**config.mk**
```make
export PLATFORM = sky130hd
export DESIGN_NAME = writeback_arbiter
export DESIGN_NICKNAME = d
export VERILOG_FILES = /design/src/rtl/rv32_pkg.sv /design/src/rtl/wb_fifo.sv /design/src/rtl/writeback_arbiter.sv
export SDC_FILE = /design/constraint.sdc
export NUM_CORES = 1
export LEC_CHECK = 0
export ABC_AREA = 1
export ABC_CLOCK_PERIOD_IN_PS = 6100
export BUFFER_PORTS_ARGS = -buffer_cell sky130_fd_sc_hd__buf_4
export CORE_ASPECT_RATIO = 1.1
export CORE_MARGIN = 2
export CORE_UTILIZATION = 25
export CTS_BUF_LIST = sky130_fd_sc_hd__clkbuf_4 sky130_fd_sc_hd__clkbuf_8 sky130_fd_sc_hd__clkbuf_16
export CTS_CLUSTER_DIAMETER = 40
export DETAILED_ROUTE_END_ITERATION = 16
export PLACE_DENSITY = 0.38
export SLEW_MARGIN = 25
export SYNTH_ARGS = -nofsm -noshare
export SYNTH_HDL_FRONTEND = slang
export SYNTH_SLANG_ARGS = --single-unit
```
**constraint.sdc**
```tcl
create_clock -name clk -period 6.1 [get_ports clk]
set_clock_uncertainty 0.15 [all_clocks]
set_input_delay 1.22 -clock clk [delete_from_list [all_inputs] [get_ports clk]]
set_output_delay 1.22 -clock clk [all_outputs]
set_load 0.005 [all_outputs]
```
**src/rtl/rv32_pkg.sv**
```systemverilog
// Shared RV32 core types: register-file write request and address helpers.
package rv32_pkg;

   localparam int XLEN       = 32;
   localparam int REG_ADDR_W = 5;
   localparam int NUM_REGS   = 1 << REG_ADDR_W;

   typedef struct packed {
      logic [REG_ADDR_W-1:0] rd;
      logic [XLEN-1:0]       data;
   } wb_req_t;

   // x0 is hardwired to zero, so writes and busy tracking for it are meaningless.
   function automatic logic reg_is_live(input logic [REG_ADDR_W-1:0] rd);
      return rd != '0;
   endfunction

endpackage

```
**src/rtl/wb_fifo.sv**
```systemverilog
// Synchronous in-order FIFO of register-file write requests (MUL/DIV results).
module wb_fifo
   import rv32_pkg::*;
#(
   parameter int DEPTH = 4
) (
   input  logic                     clk,
   input  logic                     rst,
   input  logic                     push,
   input  wb_req_t                  push_data,
   input  logic                     pop,
   output wb_req_t                  head,
   output logic                     full,
   output logic                     empty,
   output logic [$clog2(DEPTH):0]   count
);

   localparam int AW = $clog2(DEPTH);
   localparam int CW = AW + 1;

   wb_req_t         mem [DEPTH];
   logic [AW-1:0]   wr_ptr;
   logic [AW-1:0]   rd_ptr;
   logic            do_push;
   logic            do_pop;

   assign full    = (count == CW'(DEPTH));
   assign empty   = (count == '0);
   assign do_push = push & ~full;
   assign do_pop  = pop & ~empty;
   assign head    = mem[rd_ptr];

   always_ff @(posedge clk) begin
      if (do_push) begin
         mem[wr_ptr] <= push_data;
      end
   end

   always_ff @(posedge clk) begin
      if (rst) begin
         wr_ptr <= '0;
         rd_ptr <= '0;
         count  <= '0;
      end else begin
         if (do_push) begin
            wr_ptr <= wr_ptr + AW'(1);
         end
         if (do_pop) begin
            rd_ptr <= rd_ptr + AW'(1);
         end
         // Simultaneous push and pop leave occupancy unchanged.
         case ({do_push, do_pop})
            2'b10:   count <= count + CW'(1);
            2'b01:   count <= count - CW'(1);
            default: count <= count;
         endcase
      end
   end

endmodule

```
**src/rtl/writeback_arbiter.sv**
```systemverilog
// Register-file write-port arbiter: WB-stage writes have priority over buffered
// MUL/DIV results; a per-register busy vector tracks outstanding long-latency ops.
module writeback_arbiter
   import rv32_pkg::*;
#(
   parameter int DEPTH = 4,
   parameter int XLEN  = rv32_pkg::XLEN
) (
   input  logic                     clk,
   input  logic                     rst,
   input  logic                     pipe_we,
   input  logic [4:0]               pipe_rd,
   input  logic [XLEN-1:0]          pipe_data,
   input  logic                     md_valid,
   output logic                     md_ready,
   input  logic [4:0]               md_rd,
   input  logic [XLEN-1:0]          md_data,
   input  logic                     issue_md,
   input  logic [4:0]               issue_rd,
   input  logic [4:0]               query_rs1,
   input  logic [4:0]               query_rs2,
   input  logic [4:0]               query_rd,
   output logic                     rs1_busy,
   output logic                     rs2_busy,
   output logic                     rd_busy,
   output logic                     rf_write_enable,
   output logic [4:0]               rf_write_reg,
   output logic [XLEN-1:0]          rf_write_data,
   output logic [$clog2(DEPTH):0]   fifo_count
);

   wb_req_t                push_req;
   wb_req_t                head;
   logic                   fifo_full;
   logic                   fifo_empty;
   logic                   fifo_push;
   logic                   pipe_win;
   logic                   fifo_sel;
   logic [NUM_REGS-1:0]    busy;
   logic [NUM_REGS-1:0]    busy_next;

   // Ready depends only on current occupancy; a full FIFO does not accept even
   // when it is popping in the same cycle.
   assign md_ready  = ~fifo_full;
   // Results for x0 complete the handshake but are dropped.
   assign fifo_push = md_valid & md_ready & reg_is_live(md_rd);
   assign push_req  = '{rd: md_rd, data: md_data};

   assign pipe_win  = pipe_we & reg_is_live(pipe_rd);
   assign fifo_sel  = ~pipe_win & ~fifo_empty;

   wb_fifo #(
      .DEPTH (DEPTH)
   ) u_fifo (
      .clk       (clk),
      .rst       (rst),
      .push      (fifo_push),
      .push_data (push_req),
      .pop       (fifo_sel),
      .head      (head),
      .full      (fifo_full),
      .empty     (fifo_empty),
      .count     (fifo_count)
   );

   always_comb begin
      rf_write_enable = 1'b0;
      rf_write_reg    = '0;
      rf_write_data   = '0;
      if (pipe_win) begin
         rf_write_enable = ~rst;
         rf_write_reg    = pipe_rd;
         rf_write_data   = pipe_data;
      end else if (fifo_sel) begin
         rf_write_enable = ~rst;
         rf_write_reg    = head.rd;
         rf_write_data   = head.data;
      end
   end

   // Clear first, then set, so a same-cycle issue to the retiring register wins.
   always_comb begin
      busy_next = busy;
      if (fifo_sel) begin
         busy_next[head.rd] = 1'b0;
      end
      if (issue_md && reg_is_live(issue_rd)) begin
         busy_next[issue_rd] = 1'b1;
      end
   end

   always_ff @(posedge clk) begin
      if (rst) begin
         busy <= '0;
      end else begin
         busy <= busy_next;
      end
   end

   assign rs1_busy = reg_is_live(query_rs1) & busy[query_rs1];
   assign rs2_busy = reg_is_live(query_rs2) & busy[query_rs2];
   assign rd_busy  = reg_is_live(query_rd)  & busy[query_rd];

endmodule

```
==> results of run 1 <==
-- how the worst max path moves through the flow --
stage | start | to | slack [ps] | cells past startpoint
2_1_floorplan | md_rd[3] | u_fifo.mem[0][0]$_DFFE_PP_ | 2410 | 4
3_3_place_gp | pipe_rd[1] | rf_write_reg[1] | 1510 | 8
3_5_place_dp | pipe_rd[1] | rf_write_reg[3] | 1500 | 8
4_1_cts | pipe_rd[1] | rf_write_reg[3] | 1500 | 8
5_1_grt | pipe_rd[1] | rf_write_reg[1] | 1270 | 8
6_report | pipe_rd[1] | rf_write_reg[1] | 1540 | 8
-- stage by stage --
step	hold WS (ps)	power [mW]	cells
finish	315	3.67	1627
floorplan	289	2.23	1012
detailed placement	306	2.65	1596
global placement	298	2.65	1596
global route	340	3.89	1627
CTS	318	3.73	1627
-- cell families after synthesis --
family,count (synthesis),share of synthesized area
and+or+nand+nor,444,0.215
AOI/OAI and AO/OA,228,0.132
DFF,189,0.575
buffers and inverters,145,0.0685
adders and majority gates,6,0.00903
-- placed cells by master, fill, tap and decap left out, drive strengths merged --
cell type and n:
a21oi 94, o22ai 1, a31oi 1, nor2 35
nand2 296, edfxtp 148, ha 5, clkbuf 18
nor3 6, inv 93, nand4 3, nand3 104
bufinv 2, o21ai 105, o211ai 25, fa 1
clkinv 7, clkinvlp 3, buf 150, dfxtp 41
o21a 2
-- cell type report --
class	count	share of cell area
clock buffer	18	0.0387
multi-input combinational	678	0.293
tap	487	0.0544
timing repair buffer	150	0.101
sequential	189	0.470
inverter	92	0.0314
clock inverter	13	0.0111
-- metal layers --
| metal | vias up | part of all wire |
|---|---|---|
| li1 | 3678 | - |
| met1 | 3349 | 0.46 |
| met3 | 25 | 0.039 |
| met5 | - | 0.0011 |
| met4 | 4 | 0.013 |
| met2 | 135 | 0.49 |
-- power by group through the flow --
| stage | logic (mW) | registers (mW) | clock network (mW) |
|---|---|---|---|
| 2_1_floorplan | 0.668 | 1.56 | 0 |
| 3_3_place_gp | 1.03 | 1.61 | 0 |
| 5_1_grt | 1.14 | 1.60 | 1.15 |
| 6_report | 1.01 | 1.58 | 1.08 |
| 3_5_place_dp | 1.03 | 1.61 | 0 |
| 4_1_cts | 1.04 | 1.58 | 1.11 |
-- registers in the layout, summed over array words and instances (netlist names), named ones only --
signal,cells
u_fifo.count,3
u_fifo.wr_ptr,2
busy,32
u_fifo.rd_ptr,2
u_fifo.mem,148
-- worst register-to-register path, delay by kind of cell (launching register included) --
family,cells,cell delay [ps]
buffers and inverters,2,600
flip-flops,1,370
AND/OR/NAND/NOR,3,1330
==> results.cfg, run 1 <==
[status]
outcome = finished, final reports clean

[clock_tree]
ctsHtreeMaxLevel = 4
hold_buffers_post_cts = 0
clk_root_buffer_cell = sky130_fd_sc_hd__clkbuf_16
clk_transition_reported_paths_ps = 70
cts_made_buffers = 17
post-cts-setup-buffer-count = 0
cts.path.max_buffers = 2
cts_tree = built
clock_sinks = 189
worst_skew_pair.late_latency_ps = 430
post_cts.resized_instances = 0

[critical_path]
path_delay_family = simple AND/OR/NAND/NOR gates
crit_path_max_fanout = 38
worst_reg2reg_setup_slack_ps = 3290
worstReg2RegStart = u_fifo.count[1]$_SDFFE_PP0P_
critical-path-max-stage-delay_ps = 640
cp_data_required_time_ps = 4730
critical_path_class = in -> out
cp_cell_sequence = buf_4 > nor2_1 > nand3_2 > nand2_4 > nand2_1 > buf_4 > o21ai_0 > buf_4
critical_path.n_buffers_inverters = 3
critPathLaunchType = input port
crit_path_top_delay_cell = sky130_fd_sc_hd__nand3_2
critPathArrivalTime_ps = 3190
worst_path_most_repeated_cell = sky130_fd_sc_hd__buf_4
r2r_end = u_fifo.mem[2][3]$_DFFE_PP_
rr_worst_depth = 5
end_kind = primary output

[global_route]
via_count_of_the_first_global_routing_pass = 7068
gr-usage-met3 = 0.0322
grt_use_met1 = 0.177
pin_count_of_the_biggest_net_entering_global_routing = 64
grt_overflow_total = 0
grt_pass1_wl_um = 41200
number_of_antenna_violations_at_the_first_check_in_global_routing = 2
grt.met2_usage = 0.242
grt_most_used_layer = met2
grt.total_usage = 0.140

[synthesis]
synthesis.area_per_instance_sq_um = 9.04
syn_area_sq_um = 9150
ys_warn_count = 0
synth.yosys.seq_area_share = 0.575
netlist.area_leader.share = 0.486
synth_cells = 1012
number_of_distinct_library_cells_after_synthesis = 30
synthDominantAreaCellType = sky130_fd_sc_hd__edfxtp_1
ys_dominant_reg_cell = sky130_fd_sc_hd__edfxtp_1
yosys.cell_count.top_type = sky130_fd_sc_hd__nand2_1
synthTopCellsByArea = sky130_fd_sc_hd__edfxtp_1, sky130_fd_sc_hd__nand2_1, sky130_fd_sc_hd__dfxtp_1
edff_count_synth = 148
synthArstFlopShare = 0
synth_top_cells_by_count = sky130_fd_sc_hd__nand2_1, sky130_fd_sc_hd__edfxtp_1, sky130_fd_sc_hd__nand3_1, sky130_fd_sc_hd__a21oi_1, sky130_fd_sc_hd__inv_1
postSynthNetCount = 1117
ys_seq_elements = 189

[die]
design.portCount = 144
number_of_rows_in_the_core_area = 73
core-area_sq_um = 36100
floorplan.initialDensity = 0.254
y_dimension_of_the_die_um = 205
die-area_sq_um = 38100
floorplan.die.width_um = 186

[detailed_routing]
dr_total_vias = 7191
postRouteWirelength_um = 26400
via_per_inst = 4.42
wl_per_cell_um = 16.2
drt_drc_violations_left = 0
detailedRoute.firstIterationViolations = 458
ant_nets = 0
first_pass_iters = 5

[sta]
slew_violations = 0
max-slew-margin-rel = 0.389
timing_hold_violations_final = 0
layout_min_cycle_time_ps = 4560
max_freq_mhz = 219
max_slew.worst_pin.slew_ps = 914
post-route-period-util = 0.747
setup_violations = 0
rsz0062_at_grt = false
postLayoutSetupSlackWorst_ps = 1540
setup_tns_ps = 0

[cells_and_area]
filler_cell_count = 3846
final_cell_area_sq_um = 11200
flow.area_growth_from_synthesis_pct = 22.4
final-seq-area_sq_um = 5270
multi_input_area_sq_um = 3290
fraction_of_final_layout_cells_with_drive_strength_greater_than_1 = 0.186
final_net_count = 1233
antennaDiodeCount = 0
post-route-util = 0.310

[worst_hold_path]
hold-path-endpoint = busy[11]$_SDFF_PP0_
holdCritPathClass = reg -> reg
worst_hold_start = busy[11]$_SDFF_PP0_
hold-path-cell-count = 2

[placed_design]
place_hpwl_um = 17700
place.gp.congestion = 0.795
postPlaceCellArea_sq_um = 10600
port-buffer-count = 143
dp_worst_setup_slack_ps = 1500

[pwr]
irDropWorstVdd_v = 0.000168
power_report.internal_total_mw = 2.45
power.share.sequential = 0.431
swShare = 0.331
combPwrFrac = 0.275
cellLeakagePower_nw = 4.43
pwr_density_cell_nw_per_um2 = 327
pwr-share-clk = 0.294
net-switching-power_mw = 1.21

[run]
drv_cap = 0
No activity file was read; power rests on OpenSTA's default activity.
==> inputs of run 2 (changes only) <==
- ABC_CLOCK_PERIOD_IN_PS: 6100 -> 3800
- PLACE_DENSITY: 0.38 -> 0.39
- clock period: 6.1 -> 3.8 ns (I/O delays scaled with it)
==> run 2 against run 1 <==
Critical path depth fell by 1. Total power rose by 61%. Register-to-register slack got worse by 1800 ps. Die area is the same. Clock power is 61% higher. Utilization up 0.15 points. First-iteration DRC count fell by 11%. Combinational power increased by 66%. Critical endpoint is now rf_write_data[19].
==> results.cfg, run 2 (synthesis gave the netlist of run 1 again) <==
[detailed_routing]
ant_nets = 0
detailedRoute.firstIterationViolations = 407
wl_per_cell_um = 15.9
dr_total_vias = 7164
first_pass_iters = 5
drt_drc_violations_left = 0
postRouteWirelength_um = 25900
via_per_inst = 4.39

[cells_and_area]
fraction_of_final_layout_cells_with_drive_strength_greater_than_1 = 0.190
regMostFlops = u_fifo.mem
final_cell_area_sq_um = 11300
antennaDiodeCount = 0
final_net_count = 1238
mostFrequentLayoutCells = sky130_fd_sc_hd__nand2_1, sky130_fd_sc_hd__buf_4, sky130_fd_sc_hd__edfxtp_1, sky130_fd_sc_hd__nand3_1, sky130_fd_sc_hd__a21oi_1
layout_top_registers = u_fifo.mem: 148 flops, busy: 32 flops, u_fifo.count: 3 flops
final-instance-count-excl-fill = 1632
largest_register_ffs = 148
flow.area_growth_from_synthesis_pct = 23.0
layout_commonest_cell = sky130_fd_sc_hd__nand2_1

[placed_design]
placed_cells_incl_taps = 1601
place_hpwl_um = 17000
place.gp.congestion = 0.796
postPlaceCellArea_sq_um = 10700
port-buffer-count = 143

[worst_hold_path]
holdCritPathClass = reg -> reg
hold-path-cell-count = 2
worst_hold_start = busy[1]$_SDFF_PP0_
hold-path-endpoint = busy[1]$_SDFF_PP0_

[global_route]
grt.total_usage = 0.137
pin_count_of_the_biggest_net_entering_global_routing = 67
number_of_antenna_violations_at_the_first_check_in_global_routing = 0
grt_pass1_wl_um = 40300
grt_overflow_total = 0
via_count_of_the_first_global_routing_pass = 6859

[sta]
setup_tns_ps = 0
layout_min_cycle_time_ps = 3150
post-route-period-util = 0.829
timing_hold_violations_final = 0
max-slew-margin-rel = 0.492
setup_violations = 0
slew_violations = 0
max_freq_mhz = 317
rsz0062_at_grt = false
max_slew.worst_pin.slew_ps = 759

[critical_path]
end_kind = primary output
critical_path_class = reg -> out
worstReg2RegStart = u_fifo.count[0]$_SDFFE_PP0P_
rr_worst_depth = 11
worst_reg2reg_setup_slack_ps = 1520
cp_data_required_time_ps = 2890
r2r_end = u_fifo.count[2]$_SDFFE_PP0P_
critPathLaunchType = register
critPathArrivalTime_ps = 2240
crit_path_max_fanout = 49

[clock_tree]
clk_root_buffer_cell = sky130_fd_sc_hd__clkbuf_16
cts_made_buffers = 17
worst_skew_pair.late_latency_ps = 430
clock_sinks = 189
cts_tree = built
post_cts.resized_instances = 0
ctsHtreeMaxLevel = 4
cts.path.max_buffers = 2
hold_buffers_post_cts = 0
clk_transition_reported_paths_ps = 70
post-cts-setup-buffer-count = 0

[pwr]
pwr_density_cell_nw_per_um2 = 524
cellLeakagePower_nw = 4.46
irDropWorstVdd_v = 0.000292

[status]
outcome = finished, final reports clean

[die]
floorplan.die.width_um = 186
y_dimension_of_the_die_um = 205
die-area_sq_um = 38100
core-area_sq_um = 36100
design.portCount = 144
floorplan.initialDensity = 0.254
number_of_rows_in_the_core_area = 73

[run]
drv_cap = 0
[run 2: changes by cell type in the layout (fill, tap and decap cells not counted)]
| cell | change |
|---|---|
| sky130_fd_sc_hd__buf_12 | +1 |
| sky130_fd_sc_hd__buf_4 | +4 |
| sky130_fd_sc_hd__clkbuf_4 | +1 |
| sky130_fd_sc_hd__clkinv_1 | -1 |
| sky130_fd_sc_hd__clkinv_2 | -1 |
| sky130_fd_sc_hd__clkinv_4 | +1 |
| sky130_fd_sc_hd__clkinvlp_2 | -1 |
| sky130_fd_sc_hd__clkinvlp_4 | +1 |
| sky130_fd_sc_hd__inv_2 | +1 |
| sky130_fd_sc_hd__inv_6 | -1 |
[run 2: how the worst max path moves through the flow]
| stage | startpoint | endpoint | slack [ps] | cells past startpoint |
|---|---|---|---|---|
| final | register | rf_write_data[19] | 650 | 7 |
| after global placement | md_rd[3] | u_fifo.count[2]$_SDFFE_PP0P_ | 780 | 12 |
| after floorplan | md_rd[3] | u_fifo.mem[0][0]$_DFFE_PP_ | 570 | 4 |
| after CTS | register | rf_write_reg[2] | 560 | 7 |
| after global routing | register | rf_write_data[19] | 410 | 7 |
| after detailed placement | md_rd[3] | u_fifo.count[2]$_SDFFE_PP0P_ | 810 | 12 |
[run 2: stage by stage]
| stage | hold WS (ps) | setup slack (ps) | total power, mW | utilization |
|---|---|---|---|---|
| final | 317 | 648 | 5.90 | 0.312 |
| after floorplan | 289 | 572 | 3.58 | - |
| after global placement | 306 | 777 | 4.25 | 0.296 |
| after detailed placement | 305 | 809 | 4.25 | 0.296 |
| after CTS | 316 | 562 | 6.02 | 0.312 |
| after global routing | 332 | 409 | 6.27 | 0.312 |
[run 2: critical path, stage by stage (launching register included)]
cell                      delay (ps)
sky130_fd_sc_hd__dfxtp_1         560
sky130_fd_sc_hd__inv_2           320
sky130_fd_sc_hd__buf_12          290
sky130_fd_sc_hd__a21oi_1         130
sky130_fd_sc_hd__o21ai_0         110
sky130_fd_sc_hd__nand2_1         150
sky130_fd_sc_hd__o21ai_1          80
sky130_fd_sc_hd__buf_4           150
[run 2: cell type report]
cell class / count / area, sq um
Fill cell: 3861 / 24800
Sequential cell: 189 / 5270
Multi-Input combinational cell: 678 / 3290
Timing Repair Buffer: 155 / 1180
Tap cell: 487 / 609
Clock buffer: 19 / 440
Inverter: 92 / 350
Clock inverter: 12 / 123
[run 2: power by group]
| group | total, mW | switching [mW] | internal, mW |
|---|---|---|---|
| combinational | 1.68 | 1.11 | 0.571 |
| clock | 1.74 | 0.768 | 0.974 |
| sequential | 2.48 | 0.0584 | 2.42 |
| total | 5.90 | 1.93 | 3.96 |
[run 2: layer usage]
| layer | GRT usage | up-vias | routed length [um] |
|---|---|---|---|
| li1 | - | 3688 | - |
| met1 | 0.179 | 3296 | 12100 |
| met2 | 0.229 | 163 | 12300 |
| met3 | 0.0303 | 17 | 1180 |
| met4 | 0.0377 | 0 | 298 |
| met5 | 0 | - | 0 |
==> inputs of run 3 (changes only) <==
- ABC_CLOCK_PERIOD_IN_PS: 3800 -> 2600
- clock period: 3.8 -> 2.6 ns (I/O delays scaled with it)
==> run 3 against run 2 <==
Sequential cell count stayed put. Register-to-register slack worse by 1100 ps. Global-route usage is 0.57 points higher. First-iteration DRC count is 8.8% lower. Sequential share of layout area is 1.4 points lower. Final cell count is 1.2% higher. Total power is 53% higher. Worst hold slack worse by 180 ps. Clock-buffer cell count is 2 lower.
==> results.cfg, run 3 (synthesis gave the netlist of run 1 again) <==
[clock_tree]
cts_tree = built
clk_transition_reported_paths_ps = 70
cts_made_buffers = 17
cts.path.max_buffers = 2
ctsHtreeMaxLevel = 4
clk_root_buffer_cell = sky130_fd_sc_hd__clkbuf_16
clock_sinks = 189
worst_skew_pair.late_latency_ps = 430

[pwr]
cellLeakagePower_nw = 4.63
pwr-share-clk = 0.285
pwr_density_cell_nw_per_um2 = 775
power.share.sequential = 0.403
combPwrFrac = 0.312
irDropWorstVdd_v = 0.000342
swShare = 0.331
net-switching-power_mw = 2.98
power_mw = 9.00
power_report.internal_total_mw = 6.02

[critical_path]
cp_data_required_time_ps = 1930
path_delay_family = buffers and inverters
critical_path_class = reg -> out
critPathLaunchType = register
critical_path.n_buffers_inverters = 3
worst_path_most_repeated_cell = sky130_fd_sc_hd__nand2_1
worstReg2RegStart = u_fifo.count[0]$_SDFFE_PP0P_
critical-path-max-stage-delay_ps = 410
cp_cell_sequence = inv_2 > buf_12 > nand2_1 > nand3_1 > nand2_1 > o21ai_0 > buf_4
critPathArrivalTime_ps = 1800
end_kind = primary output
crit_path_top_delay_cell = sky130_fd_sc_hd__dfxtp_4
crit_path_max_fanout = 20

[detailed_routing]
first_pass_iters = 4
wl_per_cell_um = 16.7
via_per_inst = 4.45
detailedRoute.firstIterationViolations = 371
ant_nets = 0
postRouteWirelength_um = 27600
dr_total_vias = 7342
drt_drc_violations_left = 0

[global_route]
via_count_of_the_first_global_routing_pass = 7092
number_of_antenna_violations_at_the_first_check_in_global_routing = 1
grt_overflow_total = 0
grt_pass1_wl_um = 41700
pin_count_of_the_biggest_net_entering_global_routing = 73
grt.total_usage = 0.143

[sta]
max_freq_mhz = 404
slew_violations = 0
post-route-period-util = 0.952
max_slew.worst_pin.slew_ps = 697
max-slew-margin-rel = 0.534
rsz0062_at_grt = false
postLayoutSetupSlackWorst_ps = 126
setup_tns_ps = 0
fin_worst_hold_slack_ps = 141
setup_violations = 0
timing_hold_violations_final = 0
layout_min_cycle_time_ps = 2470

[die]
die-area_sq_um = 38100
y_dimension_of_the_die_um = 205
core-area_sq_um = 36100
floorplan.initialDensity = 0.254
design.portCount = 144
floorplan.die.width_um = 186
number_of_rows_in_the_core_area = 73

[cells_and_area]
regMostFlops = u_fifo.mem
layout_commonest_cell = sky130_fd_sc_hd__nand2_1
largest_register_ffs = 148
flow.area_growth_from_synthesis_pct = 26.9
final_cell_area_sq_um = 11600
multi_input_area_sq_um = 3290
final_net_count = 1257
final-seq-area_sq_um = 5270
mostFrequentLayoutCells = sky130_fd_sc_hd__nand2_1, sky130_fd_sc_hd__buf_4, sky130_fd_sc_hd__edfxtp_1, sky130_fd_sc_hd__nand3_1, sky130_fd_sc_hd__a21oi_1
layout_top_registers = u_fifo.mem: 148 flops, busy: 32 flops, u_fifo.count: 3 flops
antennaDiodeCount = 0
fraction_of_final_layout_cells_with_drive_strength_greater_than_1 = 0.206
final-instance-count-excl-fill = 1651
post-route-util = 0.322
filler_cell_count = 3823

[placed_design]
place_hpwl_um = 17800
place.gp.congestion = 0.809
postPlaceCellArea_sq_um = 10900
placed_cells_incl_taps = 1614
dp_worst_setup_slack_ps = 139
port-buffer-count = 143

[status]
outcome = finished, final reports clean

[run]
drv_cap = 0

[worst_hold_path]
worst_hold_start = md_data[15]
holdCritPathClass = in -> reg
==> run 3: cell count changes in the layout (fill, tap and decap cells not counted), sizes merged <==
| cell | change |
|---|---|
| buf | +16 |
| inv | +3 |
| clkinv | -2 |
| bufbuf | +1 |
| clkinvlp | +1 |
==> run 3: final timing paths <==
kind	end	slack (ps)	depth (start not counted)
max	rf_write_reg[4]	130	7
min	u_fifo.mem[1][15]$_DFFE_PP_	140	1
max reg2reg	u_fifo.count[2]$_SDFFE_PP0P_	420	11
min reg2reg	register	320	2
==> run 3: routing by layer <==
layer,global-route usage,wire length (um),vias to the layer above,share of wire
met2,0.251,13600,138,0.49
met1,0.179,12600,3452,0.46
met3,0.0281,1060,21,0.038
met5,0,13,-,0.00047
li1,-,-,3729,-
met4,0.0386,301,2,0.011
==> run 3: final cells by class <==
| class | count | share of cell area |
|---|---|---|
| clock buffers | 17 | 0.0367 |
| clock inverters | 14 | 0.0122 |
| inverters | 92 | 0.0302 |
| multi-input cells | 678 | 0.284 |
| flip-flops and latches | 189 | 0.454 |
| well taps | 487 | 0.0525 |
| repair buffers | 174 | 0.131 |
==> run 3: repair_timing <==
item	CTS	global route
pin swaps	0	0
resized for setup	4	3
endpoints found under the setup margin	37	38
hold buffers	0	0
cloned	1	2
setup buffers	1	2
==> run 3: power by group through the flow <==
stage	clock, mW	combinational [mW]	sequential [mW]
after floorplan	0	1.57	3.67
after global placement	0	2.65	3.71
after detailed placement	0	2.63	3.71
after CTS	2.66	2.76	3.64
after global routing	2.76	3.13	3.64
final	2.57	2.81	3.62
